===== src/rtl/xge_rx_pkt_reader.sv =====
// Receive-side reader for the xge_mac POS-L3 packet interface. It pulls frames out of the MAC,
// buffers the words in a small FIFO and replays them as a valid/ready stream with statistics.
module xge_rx_pkt_reader #(
  parameter int FIFO_DEPTH = 8,
  parameter int LEN_W      = 16
) (
  input  logic             clk_156m25,
  input  logic             reset_156m25_n,
  input  logic             pkt_rx_avail,
  input  logic [63:0]      pkt_rx_data,
  input  logic             pkt_rx_sop,
  input  logic             pkt_rx_eop,
  input  logic             pkt_rx_val,
  input  logic             pkt_rx_err,
  input  logic [2:0]       pkt_rx_mod,
  output logic             pkt_rx_ren,
  output logic             out_valid,
  input  logic             out_ready,
  output logic [63:0]      out_data,
  output logic             out_sop,
  output logic             out_eop,
  output logic [2:0]       out_mod,
  output logic             out_err,
  output logic [LEN_W-1:0] out_len,
  input  logic             clear_stats,
  output logic [31:0]      stat_frames,
  output logic [31:0]      stat_err_frames,
  output logic [31:0]      stat_bytes,
  output logic [15:0]      stat_proto_err
);

  localparam int AW = $clog2(FIFO_DEPTH);
  localparam int CW = AW + 1;
  localparam int EW = 64 + 1 + 1 + 3 + 1 + LEN_W;

  typedef enum logic {
    ST_IDLE = 1'b0,
    ST_READ = 1'b1
  } rd_state_e;

  rd_state_e        state_q, state_d;
  logic             ren_q, ren_d;
  logic             space_ok;

  logic [EW-1:0]    mem_q [FIFO_DEPTH];
  logic [AW-1:0]    wr_ptr_q, wr_ptr_d;
  logic [AW-1:0]    rd_ptr_q, rd_ptr_d;
  logic [CW-1:0]    occ_q, occ_d;
  logic             fifo_full;
  logic             wr_req, wr_fire, rd_fire, overflow;
  logic [EW-1:0]    wr_entry, head;

  logic             in_frame_q, in_frame_d;
  logic [LEN_W-1:0] wcnt_q, wcnt_d, cnt_new;
  logic             proto_ev, eop_ev, frame_done;
  logic [3:0]       eop_bytes;
  logic [LEN_W+3:0] len_wide;
  logic [LEN_W-1:0] frame_len;

  logic [31:0]      frames_q, frames_d;
  logic [31:0]      err_frames_q, err_frames_d;
  logic [31:0]      bytes_q, bytes_d;
  logic [15:0]      proto_q, proto_d;

  // Two slots of headroom: the word arriving under the current ren plus the one
  // requested by the ren being registered now.
  assign space_ok = (occ_q <= CW'(FIFO_DEPTH - 2));

  // Read FSM: next-state logic.
  always_comb begin
    state_d = state_q;
    case (state_q)
      ST_IDLE: if (pkt_rx_avail && space_ok) state_d = ST_READ;
      ST_READ: if (pkt_rx_val && pkt_rx_eop) state_d = ST_IDLE;
      default: state_d = ST_IDLE;
    endcase
  end

  // Read FSM: output logic feeding the registered read enable.
  always_comb begin
    ren_d = (state_d == ST_READ) && space_ok;
  end

  assign pkt_rx_ren = ren_q;

  // Frame tracker, independent of the FSM: follows sop/eop on every valid word.
  always_comb begin
    in_frame_d = in_frame_q;
    wcnt_d     = wcnt_q;
    cnt_new    = wcnt_q;
    wr_req     = 1'b0;
    proto_ev   = 1'b0;
    eop_ev     = 1'b0;
    if (pkt_rx_val) begin
      if (pkt_rx_sop) begin
        proto_ev = in_frame_q;
        cnt_new  = LEN_W'(1);
        wr_req   = 1'b1;
      end else if (in_frame_q) begin
        cnt_new  = (wcnt_q == '1) ? wcnt_q : wcnt_q + LEN_W'(1);
        wr_req   = 1'b1;
      end else begin
        proto_ev = 1'b1;
      end
      if (wr_req) begin
        wcnt_d     = cnt_new;
        in_frame_d = !pkt_rx_eop;
        eop_ev     = pkt_rx_eop;
      end
    end
  end

  // Byte length of the frame closed by the current word, saturating.
  always_comb begin
    eop_bytes = (pkt_rx_mod == 3'd0) ? 4'd8 : {1'b0, pkt_rx_mod};
    len_wide  = ({4'b0000, cnt_new - LEN_W'(1)} << 3) + (LEN_W + 4)'(eop_bytes);
    frame_len = (|len_wide[LEN_W+3:LEN_W]) ? '1 : len_wide[LEN_W-1:0];
  end

  assign wr_entry = {pkt_rx_data, pkt_rx_sop, pkt_rx_eop,
                     pkt_rx_eop ? pkt_rx_mod : 3'd0,
                     pkt_rx_eop ? pkt_rx_err : 1'b0,
                     pkt_rx_eop ? frame_len  : {LEN_W{1'b0}}};

  // Stream handshake: a word transfers on a clock edge where out_valid && out_ready;
  // while out_valid is high and out_ready low the presented word is held unchanged.
  assign out_valid = (occ_q != '0);
  assign rd_fire   = out_valid && out_ready;
  assign fifo_full = (occ_q == CW'(FIFO_DEPTH));
  assign wr_fire   = wr_req && (!fifo_full || rd_fire);
  assign overflow  = wr_req && fifo_full && !rd_fire;
  assign frame_done = eop_ev && wr_fire;

  always_comb begin
    wr_ptr_d = wr_fire ? wr_ptr_q + AW'(1) : wr_ptr_q;
    rd_ptr_d = rd_fire ? rd_ptr_q + AW'(1) : rd_ptr_q;
    occ_d    = occ_q + CW'(wr_fire) - CW'(rd_fire);
  end

  assign head = mem_q[rd_ptr_q];

  always_comb begin
    {out_data, out_sop, out_eop, out_mod, out_err, out_len} = out_valid ? head : '0;
  end

  // Statistics: clear has priority over any same-cycle increment.
  always_comb begin
    frames_d     = frames_q;
    err_frames_d = err_frames_q;
    bytes_d      = bytes_q;
    proto_d      = proto_q;
    if (clear_stats) begin
      frames_d     = '0;
      err_frames_d = '0;
      bytes_d      = '0;
      proto_d      = '0;
    end else begin
      if (frame_done) begin
        frames_d = frames_q + 32'd1;
        bytes_d  = bytes_q + 32'(frame_len);
        if (pkt_rx_err) err_frames_d = err_frames_q + 32'd1;
      end
      if ((proto_ev || overflow) && (proto_q != 16'hFFFF)) proto_d = proto_q + 16'd1;
    end
  end

  assign stat_frames     = frames_q;
  assign stat_err_frames = err_frames_q;
  assign stat_bytes      = bytes_q;
  assign stat_proto_err  = proto_q;

  // Read FSM: state register together with the rest of the control state.
  always_ff @(posedge clk_156m25 or negedge reset_156m25_n) begin
    if (!reset_156m25_n) begin
      state_q      <= ST_IDLE;
      ren_q        <= 1'b0;
      wr_ptr_q     <= '0;
      rd_ptr_q     <= '0;
      occ_q        <= '0;
      in_frame_q   <= 1'b0;
      wcnt_q       <= '0;
      frames_q     <= '0;
      err_frames_q <= '0;
      bytes_q      <= '0;
      proto_q      <= '0;
    end else begin
      state_q      <= state_d;
      ren_q        <= ren_d;
      wr_ptr_q     <= wr_ptr_d;
      rd_ptr_q     <= rd_ptr_d;
      occ_q        <= occ_d;
      in_frame_q   <= in_frame_d;
      wcnt_q       <= wcnt_d;
      frames_q     <= frames_d;
      err_frames_q <= err_frames_d;
      bytes_q      <= bytes_d;
      proto_q      <= proto_d;
    end
  end

  // Storage needs no reset: nothing is visible until the occupancy says so.
  always_ff @(posedge clk_156m25) begin
    if (wr_fire) mem_q[wr_ptr_q] <= wr_entry;
  end

  // The headroom rule on ren should make a write into a full FIFO impossible.
  a_no_overflow : assert property (@(posedge clk_156m25) disable iff (!reset_156m25_n) !overflow);

endmodule


===== config.mk =====
export PLATFORM = sky130hd
export DESIGN_NAME = xge_rx_pkt_reader
export DESIGN_NICKNAME = d
export VERILOG_FILES = /design/src/rtl/xge_rx_pkt_reader.sv
export SDC_FILE = /design/constraint.sdc
export NUM_CORES = 1
export LEC_CHECK = 0
export BUFFER_PORTS_ARGS = -buffer_cell sky130_fd_sc_hd__buf_2
export CORE_MARGIN = 3
export CORE_UTILIZATION = 54
export CTS_CLUSTER_SIZE = 10
export DETAILED_ROUTE_END_ITERATION = 16
export MAX_ROUTING_LAYER = met4
export PLACE_DENSITY = 0.84
export SLEW_MARGIN = 5
export SYNTH_ARGS = -nofsm -noshare
export SYNTH_HDL_FRONTEND = slang
export SYNTH_SLANG_ARGS = --single-unit

===== constraint.sdc =====
create_clock -name clk_156m25 -period 11 [get_ports clk_156m25]
set_input_delay 2.2 -clock clk_156m25 [delete_from_list [all_inputs] [get_ports clk_156m25]]
set_output_delay 2.2 -clock clk_156m25 [all_outputs]
set_load 0.03 [all_outputs]

==> results of run 1 <==
-- metal layers --
metal	part of all wire, %	global-route usage, %
met5	0	-
met4	2.6	8.45
met3	8.2	5.05
met2	51	41.7
met1	38	32.5
-- registers in the layout, summed over array words and instances, names as in the netlist --
signal           count
in_frame_q           1
mem_q              688
wr_ptr_q             3
rd_ptr_q             3
wcnt_q              16
stat_bytes          32
state_q              1
pkt_rx_ren           1
stat_frames         32
occ_q                4
stat_err_frames     32
stat_proto_err      16
-- where the power goes --
group / switching (uW) / internal [uW]
registers: 323 / 3780
clock network: 1170 / 1620
logic: 2040 / 1260
total: 3530 / 6660
-- cells in the mapped netlist, types with 4 or more instances --
library cell	instances
buf_2	4
xnor2_1	48
nor2_1	219
dfrtp_1	141
nor4_1	14
nand3_1	37
o22ai_1	7
nand2_1	125
a311o_1	4
a21oi_1	60
clkbuf_1	58
and2_1	12
or4_1	4
mux4_2	172
a21boi_1	10
o21ai_0	35
xor2_1	58
mux2i_1	96
nand4_1	28
or3_1	22
a21boi_0	4
nor2b_1	11
a211oi_1	6
edfxtp_1	688
o31ai_1	6
a31oi_1	14
nor3_1	30
buf_1	34
o21a_1	5
nand2b_1	5
a21boi_2	4
clkbuf_8	5
ha_1	37
a311oi_1	5
inv_1	38
mux2_2	11
buf_6	9
and3_1	24
a21o_1	9
and4_1	8
-- through the flow --
stage | utilization [%] | hold WS (ns) | cell area (um2)
after global routing | 62.4 | 0.521 | 40400
after global placement | 58.3 | 0.478 | 37700
after CTS | 62.4 | 0.505 | 40400
after floorplan | - | 0.451 | 35500
after detailed placement | 58.3 | 0.495 | 37700
final | 62.4 | 0.499 | 40400
-- final timing paths --
check	to	startpoint	slack [ns]	cells after the start
hold / removal	state_q	state_q	0.50	1
setup / recovery	stat_bytes[19]	pkt_rx_sop	1.99	23
hold reg to reg	state_q	state_q	0.50	1
max in group asynchronous	wcnt_q[3]	reset_156m25_n	8.07	2
setup reg to reg	stat_bytes[19]	wcnt_q[0]	2.83	26
min in group asynchronous	stat_proto_err[5]	reset_156m25_n	1.64	1
-- cell type report --
cell class	instances	share of cell area (%)
Multi-Input combinational cell	1205	26.4
Sequential cell	829	59.9
Clock buffer	119	6.26
Antenna cell	7	0.0434
Inverter	38	0.353
Tap cell	855	2.65
Clock inverter	9	0.356
Timing Repair Buffer	304	4.00
-- critical path: stages --
cell       delay (ns)
buf_2            0.52
inv_1            0.27
nor2_1           0.43
a211oi_1         0.20
nand2b_1         0.29
or4_2            0.72
or3_1            0.35
a2111o_1         0.45
a2111o_1         0.40
a22oi_2          0.18
buf_4            0.34
nand2_1          0.16
ha_1             0.29
a21o_1           0.16
a21o_1           0.20
a21o_1           0.19
a21o_1           0.20
a21oi_1          0.22
o21ai_0          0.15
and4_1           0.27
o2111ai_1        0.72
a311oi_1         0.28
mux2_2           0.33
-- layout by cell type, fill, tap and decap left out, drive strengths merged, types with 15 or more instances in the layout --
cell    Yosys  final
a21boi     18     18
a21oi      60     60
and2       15     15
and3       27     27
buf        49    304
clkbuf     63    119
dfrtp     141    141
edfxtp    688    688
ha         37     37
inv        38     41
mux2i      96     96
mux4      172    172
nand2     125    125
nand3      38     38
nand4      31     31
nor2      219    219
nor3       30     30
o21ai      36     36
or3        23     23
xnor2      48     48
xor2       58     58
-- logic make-up (layout without fill, tap and decap cells) --
kind of cell    count (synthesis)  after routing
mux                           279            279
other cells                     0              7
xor+xnor                      106            106
flops                         829            829
fa+ha+maj                      39             39
simple gates                  567            567
buf+inv                       150            470
compound gates                214            214
==> flow_summary.toml, run 1 <==
[synthesis]
synthMuxAreaShare_pct = 14.0
synth_area_um2 = 35500
synthSimpleGateAreaFrac_pct = 7.68
yosysTopAreaCell = "edfxtp_1"
synth_xor_xnor_area_share_pct = 2.61
ys_ff_latch = 829
ys_warn_count = 0
synth_ff_type = "edfxtp_1"
synth_cell_types = 89
yosys-top-cells-area = "edfxtp_1 58%, mux4_2 11%, dfrtp_1 9.9%, mux2i_1 2.7%, nor2_1 2.3%"
synth_top_family_by_area = "multiplexers"
synthArstFlopShare_pct = 17.0
synth_top_cell_area_share_pct = 58.2
postSynthAreaPerCell_um2 = 16.3
yosys.area_share.adder_pct = 1.42
yosysSeqAreaShare_pct = 68.1
synth_edf_count = 688
synth-compound-area-share_pct = 4.21
syn_nets = 2299
synthCells = 2184

[grt]
grt_pass1_wl_mm = 132
grt_util_all_layers_pct = 25.6
grt_remaining_overflow = 0
antenna_found_initial = 6
grt_pass1_vias = 21639
grt_max_degree = 126

[pwr]
p_leak_uw = 0.0149
total_power_uw = 10200
power_density_nw_per_um2 = 252
ir_drop_mv = 0.241

[drt]
ant_nets = 0
drt-vias-per-instance = 6.15
drt_wl_total_mm = 85.2
dr.first_iter.drc_count = 2031
first_pass_iters = 7
wl_per_cell_um = 25.3
drc = 0
num_vias = 20707

[place]
place_ws_ns = 1.56
dp_hpwl_mm = 49.3
dp_cells = 3231
io_buffers = 275
globalplace.congestion = 0.887

[timing]
fmax_ghz = 0.111
relSlewSlack_pct = 21.6
setup_viol = 0
period_share_pct = 81.9
final_max_slew_viol_count = 0
tightest_slew_ns = 1.17
final-hold-violation-count = 0
fin_crit_ns = 9.01
clock_skew_ns = 0.0137
finalSetupTns_ns = 0
rsz0062_at_grt = "no"
setup_slack_ns = 1.99

[die]
fp-row-count = 93
die_y_um = 262
core_area_um2 = 64700
die_w_um = 262
die-area_um2 = 68900
start_util_pct = 54.9
ioPinCount = 276

[worst_hold_path]
worstHoldPathType = "reg2reg"

[worst_setup_path]
cp-start-kind = "input pin"
setup.worst_path.end_class = "flop"
required_ns = 11.52
setup.worst_path.class = "in2reg"
crit_path_max_fanout = 37
arrival_ns = 9.53

[final_layout]
drive_above_1_share_pct = 25.7
multi_input_area_um2 = 10700
nFillCells = 4512
seqCellArea_um2 = 24200
layoutNonFillerInstCount = 3366
nets = 2588
syn_to_final_growth_pct = 13.7

[run_status]
status = "completed"

[cts]
clock-sinks = 829
path_clk_slew_ns = 0.05
worst_skew_pair.late_latency_ns = 0.63
ctsResizeCount = 0
cts_buffer_depth = 3
cts-root-buf = "clkbuf_16"
cts_hold_buf = 0
post-cts-setup-buffer-count = 0
htree_num_levels = 3
cts_buffers = 95
cts_tree = "yes"

[flow_run]
drv_cap = 0
No activity file was read; power rests on OpenSTA's default activity.
==> run 2: changes to the inputs <==
clock period = 8.2 ns   (was 11 ns; I/O delays follow)
==> flow_summary.toml, run 2 (synthesized netlist as in run 1, its figures left out) <==
[final_layout]
drive_above_1_share_pct = 25.8
final_cell_mix = "688 x edfxtp_1, 273 x buf_2, 218 x nor2_1, 172 x mux4_2, 138 x dfrtp_1"
nets = 2594
mostFrequentLayoutCell = "edfxtp_1"
nFillCells = 4504
largest_register_ffs = 688
postLayoutCoreUtil_pct = 62.6
syn_to_final_growth_pct = 14.1
largest_register = "mem_q"

[die]
ioPinCount = 276
fp-row-count = 93
die_w_um = 262
core_area_um2 = 64700
start_util_pct = 54.9
die_y_um = 262
die-area_um2 = 68900

[timing]
setup_viol = 0
holdWs_ns = 0.515
period_share_pct = 91.8
clock_skew_ns = 0.0196
fin_crit_ns = 7.53
tightest_slew_ns = 1.31
finalSetupTns_ns = 0
final_max_slew_viol_count = 0
final-hold-violation-count = 0
setup_slack_ns = 0.674
rsz0062_at_grt = "no"
fmax_ghz = 0.133
relSlewSlack_pct = 12.2

[pwr]
ir_drop_mv = 0.246
power_density_nw_per_um2 = 337
p_leak_uw = 0.0149

[flow_run]
drv_cap = 0

[place]
dp_hpwl_mm = 49.1
io_buffers = 275
globalplace.congestion = 0.866
place_ws_ns = 0.167

[drt]
ant_nets = 0
drc = 0
drt_wl_total_mm = 84.5
drt-vias-per-instance = 6.12
dr.first_iter.drc_count = 1909
first_pass_iters = 7
num_vias = 20693
wl_per_cell_um = 25.0

[worst_setup_path]
required_ns = 8.71
crit_top_cell = "o21a_1"
cp_top_family = "compound AO/OA/AOI/OAI gates"
arrival_ns = 8.04
crit_chain = "buf_2 -> inv_1 -> nor2_1 -> a211oi_1 -> nand2b_1 -> or4_2 -> or3_1 -> a2111o_1 -> a2111o_1 -> a22oi_2 -> nand2_1 -> ha_1 -> fa_1 -> nand3_1 -> a21oi_1 -> o21bai_1 -> a21boi_0 -> o21a_1 -> o21a_1 -> o21a_1 -> o21ai_0 -> a2111oi_0 -> a311o_1"
crit_path_max_fanout = 13
cp_slowest_cell = "or4_2"
cp-start-kind = "input pin"
cpPeakStageDelay_ns = 0.74
path_buf_inv = 2
setup.worst_path.end_class = "flop"
setup.worst_path.class = "in2reg"

[cts]
path_clk_slew_ns = 0.06
ctsResizeCount = 0
cts_buffers = 94
post-cts-setup-buffer-count = 0
worst_skew_pair.late_latency_ns = 0.64
clock-sinks = 829
htree_num_levels = 3
cts-root-buf = "clkbuf_16"
cts_buffer_depth = 3
cts_tree = "yes"
cts_hold_buf = 0

[grt]
grt_remaining_overflow = 0
busiest_layer = "met2"
grt_pass1_wl_mm = 131
use_met1_pct = 32.4
met3_usage_pct = 4.69
use_met2_pct = 41.2
grt_max_degree = 131
grt_pass1_vias = 21872
antenna_found_initial = 8
grt_util_all_layers_pct = 25.3

[worst_hold_path]
worstHoldPathType = "reg2reg"

[run_status]
status = "completed"
[run 2: changes by cell type in the layout (fill, tap and decap cells not counted), sizes merged]
cell / change
diode: +3
clkinv: -1
buf: +7
inv: +1
clkbuf: +4
[run 2: path summary, 6_finish.rpt]
path	startpoint	endpoint	slack, ns	cells past startpoint
min reg2reg	state_q	state_q	0.51	1
max	pkt_rx_sop	stat_bytes[14]	0.67	23
min	state_q	state_q	0.51	1
min in group asynchronous	reset_156m25_n	stat_err_frames[28]	1.02	1
max reg2reg	wcnt_q[0]	stat_bytes[14]	0.72	26
max in group asynchronous	reset_156m25_n	wcnt_q[5]	5.76	2
[run 2: metrics by stage]
stage          power, uW  cell area (um2)  cells
2_1_floorplan       8720            35500   2184
3_5_place_dp        9980            37800   3238
5_1_grt            14200            40500   3378
3_3_place_gp        9860            37800   3238
6_report           13700            40500   3380
4_1_cts            13800            40500   3370
[run 2: layout make-up]
cell class / instances / area (um2) / share of cell area, %
well taps: 855 / 1070 / 2.64
clock inverters: 9 / 129 / 0.318
multi-input cells: 1205 / 10700 / 26.3
flip-flops and latches: 829 / 24200 / 59.7
diodes: 10 / 25.0 / 0.0618
repair buffers: 311 / 1740 / 4.30
inverters: 38 / 143 / 0.352
clock buffers: 123 / 2520 / 6.23
[run 2: per-layer routing]
metal / part of all wire (%) / wire [um]
met1: 39 / 32800
met2: 50 / 42600
met3: 7.8 / 6560
met4: 2.9 / 2450
met5: 0 / 0
[run 2: report_power, final]
group	internal, uW	switching, uW
clock	2160	1570
sequential	5070	367
combinational	1700	2800
total	8930	4730
